$ cat config.mk
export PLATFORM = sky130hd
export DESIGN_NAME = ps2_uart_bridge
export DESIGN_NICKNAME = d
export VERILOG_FILES = /design/src/rtl/ps2_uart_pkg.sv /design/src/rtl/sync_fifo.sv /design/src/rtl/ps2_uart_bridge.sv
export SDC_FILE = /design/constraint.sdc
export NUM_CORES = 1
export LEC_CHECK = 0
export ABC_AREA = 1
export CELL_PAD_IN_SITES_DETAIL_PLACEMENT = 0
export CELL_PAD_IN_SITES_GLOBAL_PLACEMENT = 2
export CORE_ASPECT_RATIO = 0.6
export CORE_MARGIN = 2
export CORE_UTILIZATION = 38
export CTS_BUF_LIST = sky130_fd_sc_hd__clkbuf_16
export DETAILED_ROUTE_END_ITERATION = 8
export PLACE_DENSITY = 0.87
export SETUP_SLACK_MARGIN = 0.4
export SYNTH_ARGS = -nofsm -noshare
export SYNTH_HDL_FRONTEND = slang
export SYNTH_SLANG_ARGS = --single-unit
export TNS_END_PERCENT = 50
$ cat constraint.sdc
create_clock -name clk -period 3.51 [get_ports clk]
set_input_delay 0.5265 -clock clk [delete_from_list [all_inputs] [get_ports clk]]
set_output_delay 0.5265 -clock clk [all_outputs]
set_load 0.02 [all_outputs]
$ cat src/rtl/ps2_uart_pkg.sv
// ps2_uart_pkg: FSM states and hex-ASCII helper shared by the PS/2-to-UART bridge
package ps2_uart_pkg;
  typedef enum logic [2:0] {IDLE, RAW, HI, LO, SEP} state_t;
  localparam logic [7:0] ASCII_0 = 8'h30;
  localparam logic [7:0] ASCII_A_OFF = 8'h37;
  function automatic logic [7:0] hex_nibble_to_ascii(input logic [3:0] n);
    return (n < 4'd10 ? ASCII_0 : ASCII_A_OFF) + {4'h0, n};
  endfunction
endpackage

$ cat src/rtl/sync_fifo.sv
// sync_fifo: single-clock FIFO with registered read data and no write-to-read bypass
module sync_fifo #(
  parameter int WIDTH = 8,
  parameter int DEPTH = 16
) (
  input  logic                   clk,
  input  logic                   rst,
  input  logic                   push,
  input  logic                   pop,
  input  logic [WIDTH-1:0]       wr_data,
  output logic [WIDTH-1:0]       rd_data,
  output logic                   full,
  output logic                   empty,
  output logic [$clog2(DEPTH):0] level
);
  localparam int AW = $clog2(DEPTH);
  localparam logic [AW:0] FULL_LVL = (AW+1)'(DEPTH);
  logic [WIDTH-1:0] mem_q [DEPTH];
  logic [WIDTH-1:0] rd_data_q;
  logic [AW-1:0] wr_ptr_q, rd_ptr_q;
  logic [AW:0] level_q;
  always_ff @(posedge clk) begin
    if (push) mem_q[wr_ptr_q] <= wr_data;
  end
  always_ff @(posedge clk) begin
    if (rst) begin
      wr_ptr_q <= '0;
      rd_ptr_q <= '0;
      level_q <= '0;
      rd_data_q <= '0;
    end else begin
      if (push) wr_ptr_q <= wr_ptr_q + 1'b1;
      if (pop) begin
        rd_ptr_q <= rd_ptr_q + 1'b1;
        rd_data_q <= mem_q[rd_ptr_q];
      end
      level_q <= level_q + {{AW{1'b0}}, push} - {{AW{1'b0}}, pop};
    end
  end
  assign rd_data = rd_data_q;
  assign full = level_q == FULL_LVL;
  assign empty = level_q == '0;
  assign level = level_q;
endmodule

$ cat src/rtl/ps2_uart_bridge.sv
// ps2_uart_bridge: queues PS/2 scan codes and streams them to a UART as raw bytes or hex text,
// with sticky error/overflow flags and a saturating drop counter.
module ps2_uart_bridge
  import ps2_uart_pkg::*;
#(
  parameter int         DEPTH    = 16,
  parameter int         HEX_MODE = 0,
  parameter int         SEP_EN   = 1,
  parameter logic [7:0] SEP_CHAR = 8'h20,
  parameter int         CNT_W    = 8
) (
  input  logic                   clk,
  input  logic                   rst,
  input  logic                   in_valid,
  input  logic [7:0]             in_data,
  input  logic                   in_parity_err,
  input  logic                   in_frame_err,
  input  logic                   clr_stat,
  output logic                   tx_valid,
  output logic [7:0]             tx_data,
  input  logic                   tx_ready,
  output logic [$clog2(DEPTH):0] fifo_level,
  output logic                   overflow,
  output logic [CNT_W-1:0]       drop_cnt,
  output logic                   parity_err_seen,
  output logic                   frame_err_seen
);
  state_t state_q, state_d;
  logic push, pop, drop, beat, full, empty;
  logic [7:0] cur_code;
  logic tx_valid_q;
  logic overflow_q, overflow_d, par_q, par_d, frm_q, frm_d;
  logic [CNT_W-1:0] drop_cnt_q, drop_cnt_d;
  // The FIFO read register is the current code: it only changes on a pop, which happens only in IDLE.
  sync_fifo #(.WIDTH(8), .DEPTH(DEPTH)) u_fifo (
    .clk(clk), .rst(rst), .push(push), .pop(pop), .wr_data(in_data),
    .rd_data(cur_code), .full(full), .empty(empty), .level(fifo_level)
  );
  always_comb begin
    pop = state_q == IDLE && !empty;
    push = in_valid && (!full || pop);
    drop = in_valid && !push;
    beat = tx_valid_q && tx_ready;
    state_d = state_q == IDLE ? (pop ? (HEX_MODE != 0 ? HI : RAW) : IDLE) :
              !beat ? state_q :
              state_q == HI ? LO :
              (state_q == LO && SEP_EN != 0) ? SEP : IDLE;
    overflow_d = drop || (!clr_stat && overflow_q);
    par_d = in_parity_err || (!clr_stat && par_q);
    frm_d = in_frame_err || (!clr_stat && frm_q);
    drop_cnt_d = clr_stat ? CNT_W'(drop) : drop_cnt_q + CNT_W'(drop && !(&drop_cnt_q));
    tx_data = state_q == RAW ? cur_code :
              state_q == HI  ? hex_nibble_to_ascii(cur_code[7:4]) :
              state_q == LO  ? hex_nibble_to_ascii(cur_code[3:0]) :
              state_q == SEP ? SEP_CHAR : 8'h00;
  end
  always_ff @(posedge clk) begin
    if (rst) begin
      state_q <= IDLE;
      tx_valid_q <= 1'b0;
      overflow_q <= 1'b0;
      par_q <= 1'b0;
      frm_q <= 1'b0;
      drop_cnt_q <= '0;
    end else begin
      state_q <= state_d;
      tx_valid_q <= state_d != IDLE;
      overflow_q <= overflow_d;
      par_q <= par_d;
      frm_q <= frm_d;
      drop_cnt_q <= drop_cnt_d;
    end
  end
  assign tx_valid = tx_valid_q;
  assign overflow = overflow_q;
  assign drop_cnt = drop_cnt_q;
  assign parity_err_seen = par_q;
  assign frame_err_seen = frm_q;
endmodule

; ---- After elaboration in Yosys (flattened, before gate mapping)
; Memory sizes are Yosys's and may differ from the RTL's. A register that Yosys moved wholly into a read port is not among the register bits.
; Index checks and enable logic that the tools add are counted.
[word_totals]
ff_bits = 28
ramBits = 128
input_bits = 15
memories = 1
[op_classes]
n_addsub = 7
magnitude_cmp = 2
eq_ne = 5
muxes = 14
reduce_logical = 22
[memory_table]
columns = name, words, word_bits, rd, rd_clocked_by_memory_dff, wr, line
row1 = u_fifo.mem_q, 16, 8, 1, 1, 1, sync_fifo.sv:18  ; logic [WIDTH-1:0] mem_q [DEPTH];
[ops]
columns = op, n
row1 = 3-bit 2-to-1 mux, 6
row2 = 6-bit by 4-bit adder with 7-bit output, 2
row3 = 7-bit 2-to-1 mux, 2
row4 = "4-bit by 1-bit adder with 4-bit output, second input constant", 2
row5 = 8-bit by 1-bit adder with 8-bit output, 1
row6 = 1-bit logical AND, 8
row7 = "4-bit less-than comparator, second input constant", 2
row8 = 8-bit 2-to-1 mux, 1
row9 = 8-bit AND reduction, 1
row10 = "3-bit by 2-bit == test with 1-bit output, second input constant", 2
row11 = 6-bit 2-to-1 mux, 1
row12 = 5-bit by 1-bit adder with 5-bit output, 1
row13 = "5-bit == test, second input constant", 1
row14 = 1-bit logical NOT, 5
row15 = 5-bit logical NOT, 1
row16 = 5-bit by 1-bit subtractor with 5-bit output, 1
row17 = 1-bit logical OR, 4
row18 = 1-bit 2-to-1 mux, 4
row19 = "3-bit by 1-bit == test with 1-bit output, second input constant", 1
row20 = "3-bit == test, second input constant", 1
row21 = 3-bit logical NOT, 1
row22 = 3-bit nonzero test, 1
row23 = 2-bit OR reduction, 1

; ---- Longest topological paths before layout
; Gate-level depths: netlist (run 1).
[logic_depth]
word_depth = 10
depth_mapped = 16
mapped_depth_nobuf = 15

; ---- By module
; Synthesis (run 1) repeated with hierarchy kept, for this count alone.
[hier_totals]
hier_cells = 738
area_unflattened_um2 = 7307.0
[modules_own_cells]
columns = mod, instances, cells_per_inst, area_each_um2, seq_area_each_um2
row1 = sync_fifo, 1, 575, 6276.0, 4264.1
row2 = ps2_uart_bridge, 1, 163, 1031.0, 300.3

; ---- Worst setup path after synthesis (run 1)
; No wires, ideal clock.
[synth_timing]
kind = reg-to-reg
start = register u_fifo.level_q[3] (netlist: u_fifo.level[3])
end = register u_fifo.level_q[4] (netlist: u_fifo.level[4])
setup_ns = 0.122
t_arrival_ns = 2.437
setup_slack_ns = 0.951
path_stages_with_launch = 17
synth_period_minus_slack_ns = 2.559
path_cell_list = dfxtp_1 > inv_1 > ha_1 > nand2_1 > nor2_1 > nand2_1 > nand2_1 > inv_1 > buf_6 > ha_1 > inv_1 > ha_1 > fa_1 > a21oi_1 > o21bai_1 > o21ai_0 > a21oi_1
[synth_via]
elab_chain_len = 7
word_cells_on_any_way = 9
[synth_lines]
columns = item, line
row1 = start: declaration, sync_fifo.sv:21  ; logic [AW:0] level_q;
row2 = start signal: assignment, sync_fifo.sv:37  ; level_q <= level_q + {{AW{1'b0}}, push} - {{AW{1'b0}}, pop};
row3 = 5-bit logical NOT (*), sync_fifo.sv:42  ; assign empty = level_q == '0;
row4 = 1-bit logical NOT (*), ps2_uart_bridge.sv:40  ; pop = state_q == IDLE && !empty;
row5 = 1-bit logical AND (*), ps2_uart_bridge.sv:40
row6 = named net pop, ps2_uart_bridge.sv:29  ; logic push, pop, drop, beat, full, empty;
row7 = 1-bit logical OR, ps2_uart_bridge.sv:41  ; push = in_valid && (!full || pop);
row8 = 1-bit logical AND, ps2_uart_bridge.sv:41
row9 = 5-bit by 1-bit adder with 5-bit output, sync_fifo.sv:37
row10 = 5-bit by 1-bit subtractor with 5-bit output (*), sync_fifo.sv:37
; Mark *: on every way through the listed nets, which the timed path passes. The rest lies on a longest branch.
; A chain may end at the register's enable or synchronous reset.

; ---- Worst setup path after layout (run 1)
[layout_timing]
start = register u_fifo.rd_data_q[2] (netlist: u_fifo.rd_data[2]), read port of u_fifo.mem_q
end = output port tx_data[2]
[layout_via]
elab_chain_len = 6
[layout_lines]
columns = item, line
row1 = start: declaration, sync_fifo.sv:19  ; logic [WIDTH-1:0] rd_data_q;
row2 = 4-bit less-than comparator, ps2_uart_pkg.sv:7  ; return (n < 4'd10 ? ASCII_0 : ASCII_A_OFF) + {4'h0, n};
row3 = 3-bit 2-to-1 mux, ps2_uart_pkg.sv:7
row4 = 6-bit by 4-bit adder with 7-bit output, ps2_uart_pkg.sv:7
row5 = 7-bit 2-to-1 mux, ps2_uart_bridge.sv:54  ; state_q == LO ? hex_nibble_to_ascii(cur_code[3:0]) :
row6 = 7-bit 2-to-1 mux, ps2_uart_bridge.sv:53  ; state_q == HI ? hex_nibble_to_ascii(cur_code[7:4]) :
row7 = 8-bit 2-to-1 mux (*), ps2_uart_bridge.sv:52  ; tx_data = state_q == RAW ? cur_code :
row8 = end: declaration, ps2_uart_bridge.sv:20  ; output logic [7:0] tx_data,
; Every way passes the cells marked *; elsewhere a longest branch is shown, timed or not.

==> impl_results.md, run 1 <==
- Status: complete, no violations
- First-pass GRT wire length: approximately 28000 µm
- Endpoints failing setup: 0
- Post-DP HPWL: 12130 µm
- R2R Path Start: u_fifo.level[3]$_SDFF_PP0_
- Die area: about 21000 µm²
- Synthesized flop and latch total: roughly 160
- Initial antenna violation count: 0
- Multi-input gate area: 2320 µm²
- Critical path class: reg2out
- Crit-path cells: nand2_1, inv_1, nor2_2, inv_1, ha_1, inv_1, fa_1, or2_2, nand3_1, o211ai_1, clkdlybuf4s15_1
- GRT Util Overall: 18.36%
- CTS sink count: 164
- Core area: 19230 µm²
- Cts hold-fix bufs: 0
- Max-slew headroom: 25.50%
- Syn_nets: 846
- Hold Path Depth: 2
- Congestion Overflow GR: 0
- Main combinational cell family by area after synthesis: simple AND/OR/NAND/NOR gates
- # rows: 39
- Adder-Cell Fraction of Synth Area: 3.517%
- Leakage: 3.810 nW
- Number of buffers and inverters on the critical path: 4
- Clock buffer depth: 2
- Synth cell types: 30
- Worst path max stage delay: ~410 ps
- Setup TNS: 0 ps
- Post-route core utilization: approximately 46%
- Final Critical Period: 3066 ps
- Area Growth Syn to Fin: 18.08%
- CTS root buf: clkbuf_16
- Starting Density: 39.23%
- DRC errors left: 0
- Port-buffer cells: 39
- Synthesized area: between 7000 and 8000 µm²
- Die W: 185.9 µm
- Starting DRT DRC Count: 443
- Max Fclk: 326.2 MHz
- Int Power: 0.003920 W
- Nets: 902
- CP top delay family: adder cells
- Sw frac: about 36%
- Routed WL: ~18000 µm
- Max-cap viol count: 0
- Critical Path RT: 2980 ps
- Worst reg2reg endpoint: u_fifo.level[4]$_SDFF_PP0_
- WHS Endpoint: overflow$_SDFF_PP0_
- Clk_skew: 11.95 ps
- DR WL/cell: 15.88 µm
- Hold Vio Cnt, Final: 0
- Compound-Gate Fraction of Synth Area: 3.998%
- Total CTS buffers: 17
- Via count: 5351
- Unrepaired setup endpoints after global routing: yes
- Critical path endpoint category: output pin
- Synth Area in XOR/XNOR: 0.5806%
- Crit-path max FO: 5
- CTS tree: done
- Multiplexer area fraction after synthesis: 0%
- Crit start category: flip-flop
- CP max-delay cell: fa_1
- Share of cells above drive strength 1: 7.955%
- Tightest Hold Check Type: reg2reg
- Maximum vdd drop: 0.0002918 V
- Sequential area share after synthesis: between 60% and 70%
- Pwr per Cell Area: 687.0 nW/µm²
- Register share of total power: between 30% and 40%
- Num ports: 40
- Pins over their slew limit: 0
- Final Cycle Share: 87.35%
- Reg2reg path depth: 16
- Via density: ~4.7
- Syn Inst Count: 811
- Post-CTS Setup Inserts: 0
- Worst-path clk slew: 70 ps
- Part of the power in combinational logic: 30.8%
- Least-Margin Pin Slew: 1116 ps
- Final GP Congestion: 0.8165
- Clock Power Share: between 30% and 40%
- Net Sw Power: about 0.0022 W
- Mean Syn Cell Area: slightly above 9 µm²
- Diode count: 0
- H-tree level count: 4
- Hold Path Origin: overflow$_SDFF_PP0_
- Clock latency reported for the late side of the worst-skew pair: 430 ps
- FF+latch area: 4567 µm²
- YS warnings: 0
- Most used cell, CP: inv_1
- Critical Path AT: 2540 ps
- Vias in the first global route: 4933
- Synth Area in Simple Gates: around 23%
- FILL cells: 1866
- Die Ht: 113.1 µm
- Antenna-violating nets left: 0
- Largest net degree at the start of global routing: 44
- DRT Pass-1 Iters: 5
- Reg-to-reg slack, setup: 870 ps
==> tightest hold or removal path: stages, from the launching register on <==
cell and delay [ps]:
dfxtp_1 320, nand2_1 60, nand2_1 40
==> placed cells by master, fill, tap and decap left out, drive strengths merged <==
master	instances
a22oi	1
o21bai	1
o211ai	3
fa	2
or2	1
ha	18
clkinv	5
o21ai	18
dlygate4sd2	2
a21oi	31
dlymetal6s2s	3
buf	29
bufinv	2
clkinvlp	2
edfxtp	128
nand4	2
clkbuf	17
dfxtp	36
nor4	1
xor2	4
nand3	102
clkdlybuf4s50	33
nand2	249
nor3	22
inv	133
a211oi	2
clkdlybuf4s15	1
xnor2	1
nor2	31
==> cells by family after synthesis <==
| kind of cell | Yosys count |
|---|---|
| AO/OA/AOI/OAI | 56 |
| XOR/XNOR | 5 |
| adder cells (fa/ha/maj) | 20 |
| buffers and inverters | 158 |
| flip-flops | 164 |
| AND/OR/NAND/NOR | 408 |
==> synthesized netlist by cell type <==
cell	number	area, µm²
xor2_1	4	35.03
inv_2	2	7.510
a211oi_1	2	15.01
buf_2	15	75.07
nor4_1	1	6.260
o211ai_1	3	22.52
a22oi_1	1	7.510
o21bai_1	1	7.510
buf_6	2	22.52
a21oi_2	1	8.760
edfxtp_1	128	3844
xnor2_1	1	8.760
nor3_1	22	110.1
nor2_1	30	112.6
inv_1	123	461.7
nand3_1	101	505.5
buf_4	9	67.56
nand2_2	1	6.260
ha_1	18	225.2
nor2_2	1	6.260
o21ai_0	18	90.09
clkbuf_1	5	18.77
clkinv_1	2	7.510
or2_2	1	6.260
fa_1	2	40.04
nand4_1	2	12.51
nand3_2	1	10.01
dfxtp_1	36	720.7
nand2_1	248	930.9
a21oi_1	30	150.1
==> state kept, by name (all words and copies together), names as in the netlist <==
name and flops:
state_q 3, u_fifo.rd_data 8, drop_cnt 8, u_fifo.wr_ptr_q 4
u_fifo.level 5, overflow 1, frame_err_seen 1, u_fifo.mem_q 128
parity_err_seen 1, tx_valid 1, u_fifo.rd_ptr_q 4
==> metrics by stage <==
stage	total power (W)	std cells	area [µm²]	hold slack, ps	setup WS [ps]
3_5_place_dp	0.004281	1114	8300	447.7	553.9
6_report	0.006118	1146	8906	459.8	444.1
3_3_place_gp	0.004283	1114	8300	446.8	598.9
5_1_grt	0.006520	1146	8906	488.0	258.2
4_1_cts	0.006175	1146	8896	460.6	218.0
2_1_floorplan	0.003701	811	7542	469.9	950.9
==> worst max-delay path by stage <==
stage,slack [ps],endpoint,startpoint,cells after the start
floorplan,950,u_fifo.level[4]$_SDFF_PP0_,u_fifo.level[3]$_SDFF_PP0_,16
global placement,600,tx_data[1],u_fifo.rd_data[3]$_SDFFE_PP0P_,11
detailed placement,550,tx_data[1],u_fifo.rd_data[3]$_SDFFE_PP0P_,11
CTS,220,tx_data[4],u_fifo.rd_data[2]$_SDFFE_PP0P_,12
global route,260,tx_data[2],u_fifo.rd_data[2]$_SDFFE_PP0P_,11
finish,440,tx_data[2],u_fifo.rd_data[2]$_SDFFE_PP0P_,11
==> power groups by stage <==
stage | Combinational (W) | Sequential [W] | Clock [W]
after floorplan | 0.00134 | 0.00236 | 0
after global placement | 0.00190 | 0.00239 | 0
after detailed placement | 0.00189 | 0.00239 | 0
after CTS | 0.00190 | 0.00235 | 0.00193
after global routing | 0.00214 | 0.00237 | 0.00201
final | 0.00188 | 0.00234 | 0.00189
==> routing by layer <==
layer  track usage (%)  vias up  part of all wire, %
met2             24.06      137                   39
met4             4.252        0                 0.65
met1             30.22     2445                   54
li1                  -     2757                    -
met3             3.830       12                  5.9
met5                 0        -                    0
==> repair_timing <==
item / in CTS / in global routing
endpoints found under the setup margin: 6 / 6
resized for setup: 5 / 4
cloned: 0 / 0
==> area by class of cell <==
class | count | share of cell area, %
timing repair buffer | 68 | 6.884
tap | 266 | 3.737
sequential | 164 | 51.28
multi-input combinational | 489 | 26.05
clock inverter | 15 | 1.925
clock buffer | 17 | 4.777
inverter | 127 | 5.353
Power figures use the tool's default switching activity.
==> inputs of run 2 (changes only) <==
Settings changed: TNS_END_PERCENT 50 to default.
==> impl_results.md, run 2 (synthesis results as in run 1) <==
- Status: complete, no violations
- DRC errors left: 0 (unchanged)
- Port-buffer cells: 39 (unchanged)
- Sw frac: 35.98% (+0.047 points)
- Maximum vdd drop: 0.0002912 V (-0.19%)
- # rows: 39 (unchanged)
- Most frequent cells in the layout: nand2_1, edfxtp_1, inv_1, nand3_1
- Antenna-violating nets left: 0 (unchanged)
- Final Critical Period: 3038 ps (-27.85 ps)
- Part of the power in combinational logic: 30.7% (about the same)
- Int Power: 0.003915 W (-0.11%)
- CTS tree: done
- Final GP Congestion: 0.8165 (unchanged)
- Post-DP Area: 8300 µm² (unchanged)
- DR WL/cell: 15.88 µm (about the same)
- Pins over their slew limit: 0 (unchanged)
- Final Cycle Share: 86.56% (-0.79 points)
- Area Growth Syn to Fin: 17.80%
- Endpoints failing setup: 0 (unchanged)
- Most common cell after layout, fill and taps aside: nand2_1
- FF+latch area: 4568 µm² (about the same)
- Num ports: 40 (unchanged)
- Max-slew headroom: 23.70% (-1.8 points)
- Diode count: 0 (unchanged)
- Biggest register: u_fifo.mem_q
- Routed WL: 18200 µm (about the same)
- Via count: 5361 (+0.19%)
- Max Fclk: 329.2 MHz (+0.92%)
- Clock Power Share: 30.9% (about the same)
- Congestion Overflow GR: 0 (unchanged)
- Multi-input gate area: 2320 µm² (unchanged)
- Crit start category: flip-flop
- CTS root buf: clkbuf_16
- Non-filler instance count after layout: 1146 (unchanged)
- Overall power: 0.006116 W (about the same)
- Post-DP HPWL: 12130 µm (unchanged)
- Die area: 21030 µm² (unchanged)
- Worst hold margin: 462.5 ps (+2.789 ps)
- Vias in the first global route: 4933 (unchanged)
- Total CTS buffers: 17 (unchanged)
- Tightest Hold Check Type: reg2reg
- GRT Util Overall: 18.37% (about the same)
- Leakage: 3.762 nW (-1.2%)
- Max-cap viol count: 0 (unchanged)
- Nets: 902 (unchanged)
- Critical path endpoint category: output pin
- Die Ht: 113.1 µm (unchanged)
- Starting Density: 39.23% (unchanged)
- Largest net degree at the start of global routing: 44 (unchanged)
- First-pass GRT wire length: 28510 µm (about the same)
- Post-CTS Setup Inserts: 0 (unchanged)
- Net Sw Power: 0.002201 W (about the same)
- Clock latency reported for the late side of the worst-skew pair: 430 ps (about the same)
- CTS sink count: 164 (unchanged)
- Clk_skew: 12.15 ps (+0.2026 ps)
- Core area: 19230 µm² (unchanged)
- Share of cells above drive strength 1: 8.409% (+0.45 points)
- Starting DRT DRC Count: 428 (-3.4%)
- Register share of total power: 38.4% (about the same)
- Finished layout cell area: 8885 µm² (-0.24%)
- Critical Path AT: 2510 ps (-30 ps)
- Critical path class: reg2out
- Crit-path max FO: 5 (unchanged)
- Critical Path RT: 2980 ps (about the same)
- DRT Pass-1 Iters: 5 (unchanged)
- FILL cells: 1866 (unchanged)
- Die W: 185.9 µm (unchanged)
- Max reg flops: 128 (unchanged)
- Worst-path clk slew: 70 ps (about the same)
- Via density: 4.678 (+0.19%)
- H-tree level count: 4 (unchanged)
- Inst Count DP: 1114 (unchanged)
- Clock buffer depth: 2 (unchanged)
- Pwr per Cell Area: 688.4 nW/µm² (+0.20%)
- Least-Margin Pin Slew: 1143 ps (+27.05 ps)
- Unrepaired setup endpoints after global routing: yes
- Setup TNS: 0 ps (unchanged)
- Hold Vio Cnt, Final: 0 (unchanged)
- Initial antenna violation count: 0 (unchanged)
-- run 2: area by class of cell --
type | count | area share [%]
clock buffers | 17 | 4.788
clock inverters | 15 | 1.929
inverters | 127 | 5.365
multi-input cells | 489 | 26.11
flip-flops and latches | 164 | 51.42
well taps | 266 | 3.746
repair buffers | 68 | 6.647
-- run 2: repair_timing --
| action | CTS | global route |
|---|---|---|
| resized for setup | 8 | 8 |
| endpoints found under the setup margin | 6 | 6 |
| hold buffers | 0 | 0 |
-- run 2: routing by layer --
metal	vias to the layer above	global-route usage [%]	routed length [µm]
met5	-	0	0
met4	0	4.252	119
met3	12	3.862	1092
met2	148	24.06	7100
met1	2443	30.22	9884
li1	2758	-	-
-- run 2: worst max-delay path, stage by stage, from the launching register on --
cell             delay, ps
dfxtp_2                340
nand2_1                100
inv_1                   60
nor2_2                 150
inv_1                   90
ha_1                   210
inv_1                   70
fa_1                   410
a21oi_1                160
a21oi_1                 50
a21oi_1                130
clkdlybuf4s15_1        310
-- run 2: power groups by stage --
stage / sequential, W / clock [W] / combinational [W]
2_1_floorplan: 0.00236 / 0 / 0.00134
3_3_place_gp: 0.00239 / 0 / 0.00190
3_5_place_dp: 0.00239 / 0 / 0.00189
4_1_cts: 0.00235 / 0.00193 / 0.00189
5_1_grt: 0.00237 / 0.00201 / 0.00213
6_report: 0.00235 / 0.00189 / 0.00188
-- run 2: worst paths after layout --
check | from | end | slack [ps] | cells past startpoint
max reg2reg | u_fifo.level[3]$_SDFF_PP0_ | u_fifo.level[4]$_SDFF_PP0_ | 870 | 16
max | u_fifo.rd_data[3]$_SDFFE_PP0P_ | tx_data[1] | 470 | 11
min reg2reg | overflow$_SDFF_PP0_ | overflow$_SDFF_PP0_ | 460 | 2
min | overflow$_SDFF_PP0_ | overflow$_SDFF_PP0_ | 460 | 2
-- run 2: through the flow --
stage / utilization, % / setup WS (ps)
3_3_place_gp: 43.17 / 598.9
2_1_floorplan: - / 950.9
4_1_cts: 46.25 / 369.2
3_5_place_dp: 43.17 / 553.9
5_1_grt: 46.21 / 311.4
6_report: 46.21 / 471.9
==> inputs of run 3 (changes only) <==
Clock period 3.51 ns to 3 ns, I/O delays scaled along.
==> impl_results.md, run 3 (synthesis results as in run 1) <==
- Inst Count DP: 1111 (-0.27%)
- Port-buffer cells: 39 (unchanged)
- Endpoints failing setup: 0 (unchanged)
- Die W: 185.9 µm (unchanged)
- Die area: 21030 µm² (unchanged)
- Least-Margin Pin Slew: 766.3 ps (-377.0 ps)
- Starting DRT DRC Count: 464 (+8.4%)
- Tightest Hold Check Type: reg2reg
- CTS root buf: clkbuf_16
- Via count: 5407 (+0.86%)
- Clock latency reported for the late side of the worst-skew pair: 430 ps (about the same)
- Critical path class: reg2out
- Post-DP HPWL: 11980 µm (-1.2%)
- Most frequent cells in the layout: nand2_1, edfxtp_1, inv_1, nand3_1, buf_4
- FILL cells: 1873 (+0.38%)
- Max reg flops: 128 (unchanged)
- Critical Path RT: 2550 ps (-430 ps)
- Critical path endpoint category: output pin
- GRT Util Overall: 18.57% (+0.20 points)
- Num ports: 40 (unchanged)
- Worst-path clk slew: 70 ps (about the same)
- Vias in the first global route: 5063 (+2.6%)
- Unrepaired setup endpoints after global routing: yes
- Clock buffer depth: 2 (unchanged)
- DRT Pass-1 Iters: 5 (unchanged)
- Pins over their slew limit: 0 (unchanged)
- Die Ht: 113.1 µm (unchanged)
- Place WS: 173.5 ps (-380.4 ps)
- Total CTS buffers: 17 (unchanged)
- Largest net degree at the start of global routing: 67 (+52%)
- Leakage: 3.786 nW (+0.62%)
- Max-slew headroom: 48.75% (+25 points)
- CTS tree: done
- DRC errors left: 0 (unchanged)
- Final worst slack: 405.3 ps (-66.56 ps)
- Final Critical Period: 2595 ps
- Final GP Congestion: 0.8056 (-1.3%)
- Pwr per Cell Area: 791.8 nW/µm² (+15%)
- Via density: 4.698 (+0.42%)
- Crit start category: flip-flop
- Routed WL: 18310 µm (+0.61%)
- Congestion Overflow GR: 0 (unchanged)
- First-pass GRT wire length: 28970 µm (+1.6%)
- Antenna-violating nets left: 0 (unchanged)
- Non-filler instance count after layout: 1151 (+0.44%)
- Hold Vio Cnt, Final: 0 (unchanged)
- # rows: 39 (unchanged)
- Diode count: 0 (unchanged)
- Biggest register: u_fifo.mem_q
- Setup TNS: 0 ps (unchanged)
- H-tree level count: 4 (unchanged)
- Worst hold margin: 473.2 ps (+10.69 ps)
- Max-cap viol count: 0 (unchanged)
- Area Growth Syn to Fin: 18.85%
- Nets: 907 (+0.55%)
- Crit-path max FO: 4 (-1)
- Status: complete, no violations
- DR WL/cell: 15.91 µm (+0.17%)
- Clk_skew: 12.71 ps (+0.5625 ps)
- CTS sink count: 164 (unchanged)
- Max Fclk: between 300 and 400 MHz
- Starting Density: 39.23% (unchanged)
- Critical Path AT: 2140 ps (-370 ps)
- Final Cycle Share: 86.49%
- Most common cell after layout, fill and taps aside: nand2_1
- Share of cells above drive strength 1: 11.30% (+2.9 points)
- Maximum vdd drop: 0.0004418 V (+52%)
- Initial antenna violation count: 0 (unchanged)
- Core area: 19230 µm² (unchanged)
-- run 3: changes by cell type in the layout (fill, tap and decap cells not counted), sizes merged --
cell	delta
buf	+11
bufinv	-2
clkbuf	-3
clkdlybuf4s15	-1
clkdlybuf4s50	-1
clkinv	+2
dlygate4sd2	-2
dlymetal6s2s	+1
-- run 3: routing by layer --
| layer | up-vias | part of all wire (%) | global-route usage, % |
|---|---|---|---|
| li1 | 2769 | - | - |
| met2 | 107 | 40 | 25.08 |
| met3 | 16 | 4.3 | 2.864 |
| met5 | - | 0 | 0 |
| met4 | 0 | 0.98 | 5.144 |
| met1 | 2515 | 55 | 30.24 |
-- run 3: where the power goes --
group	internal [W]	total, W	switching [W]
Sequential	0.00260	0.00270	0.000101
Clock	0.00108	0.00203	0.000953
Combinational	0.000795	0.00236	0.00157
Total	0.00447	0.00710	0.00262
-- run 3: critical path, stage by stage, from the launching register on --
cell and delay (ps):
dfxtp_2 340, nand2_2 70, inv_2 50, nor2_4 110
inv_2 60, ha_4 160, inv_2 50, fa_2 440
a21oi_2 120, a21oi_1 50, a21oi_1 120, buf_4 150
-- run 3: stage by stage --
| stage | total power (W) | area [µm²] | utilization (%) |
|---|---|---|---|
| final | 0.007098 | 8964 | 46.62 |
| after detailed placement | 0.005022 | 8290 | 43.12 |
| after global routing | 0.007557 | 8964 | 46.62 |
| after floorplan | 0.004330 | 7542 | - |
| after CTS | 0.007110 | 8910 | 46.34 |
| after global placement | 0.005035 | 8290 | 43.12 |
-- run 3: worst paths after layout --
path	start	end	slack, ps	depth (start not counted)
hold / removal	overflow$_SDFF_PP0_	overflow$_SDFF_PP0_	470	2
setup reg to reg	u_fifo.level[2]$_SDFF_PP0_	u_fifo.level[4]$_SDFF_PP0_	660	15
hold reg to reg	overflow$_SDFF_PP0_	overflow$_SDFF_PP0_	470	2
setup / recovery	u_fifo.rd_data[3]$_SDFFE_PP0P_	tx_data[1]	410	11
-- run 3: area by class of cell --
type	count	area, µm²	share of cell area [%]
clock buffers	17	425.4	4.746
clock inverters	15	123.9	1.382
inverters	127	476.7	5.318
multi-input cells	489	2391	26.67
flip-flops and latches	164	4571	50.99
well taps	266	332.8	3.713
repair buffers	73	643.1	7.175
-- run 3: what timing repair did --
action	in CTS	in global routing
pin swaps	7	4
setup buffers	5	3
endpoints found under the setup margin	7	8
gates cloned	0	0
hold buffers	0	0
resized for setup	47	13
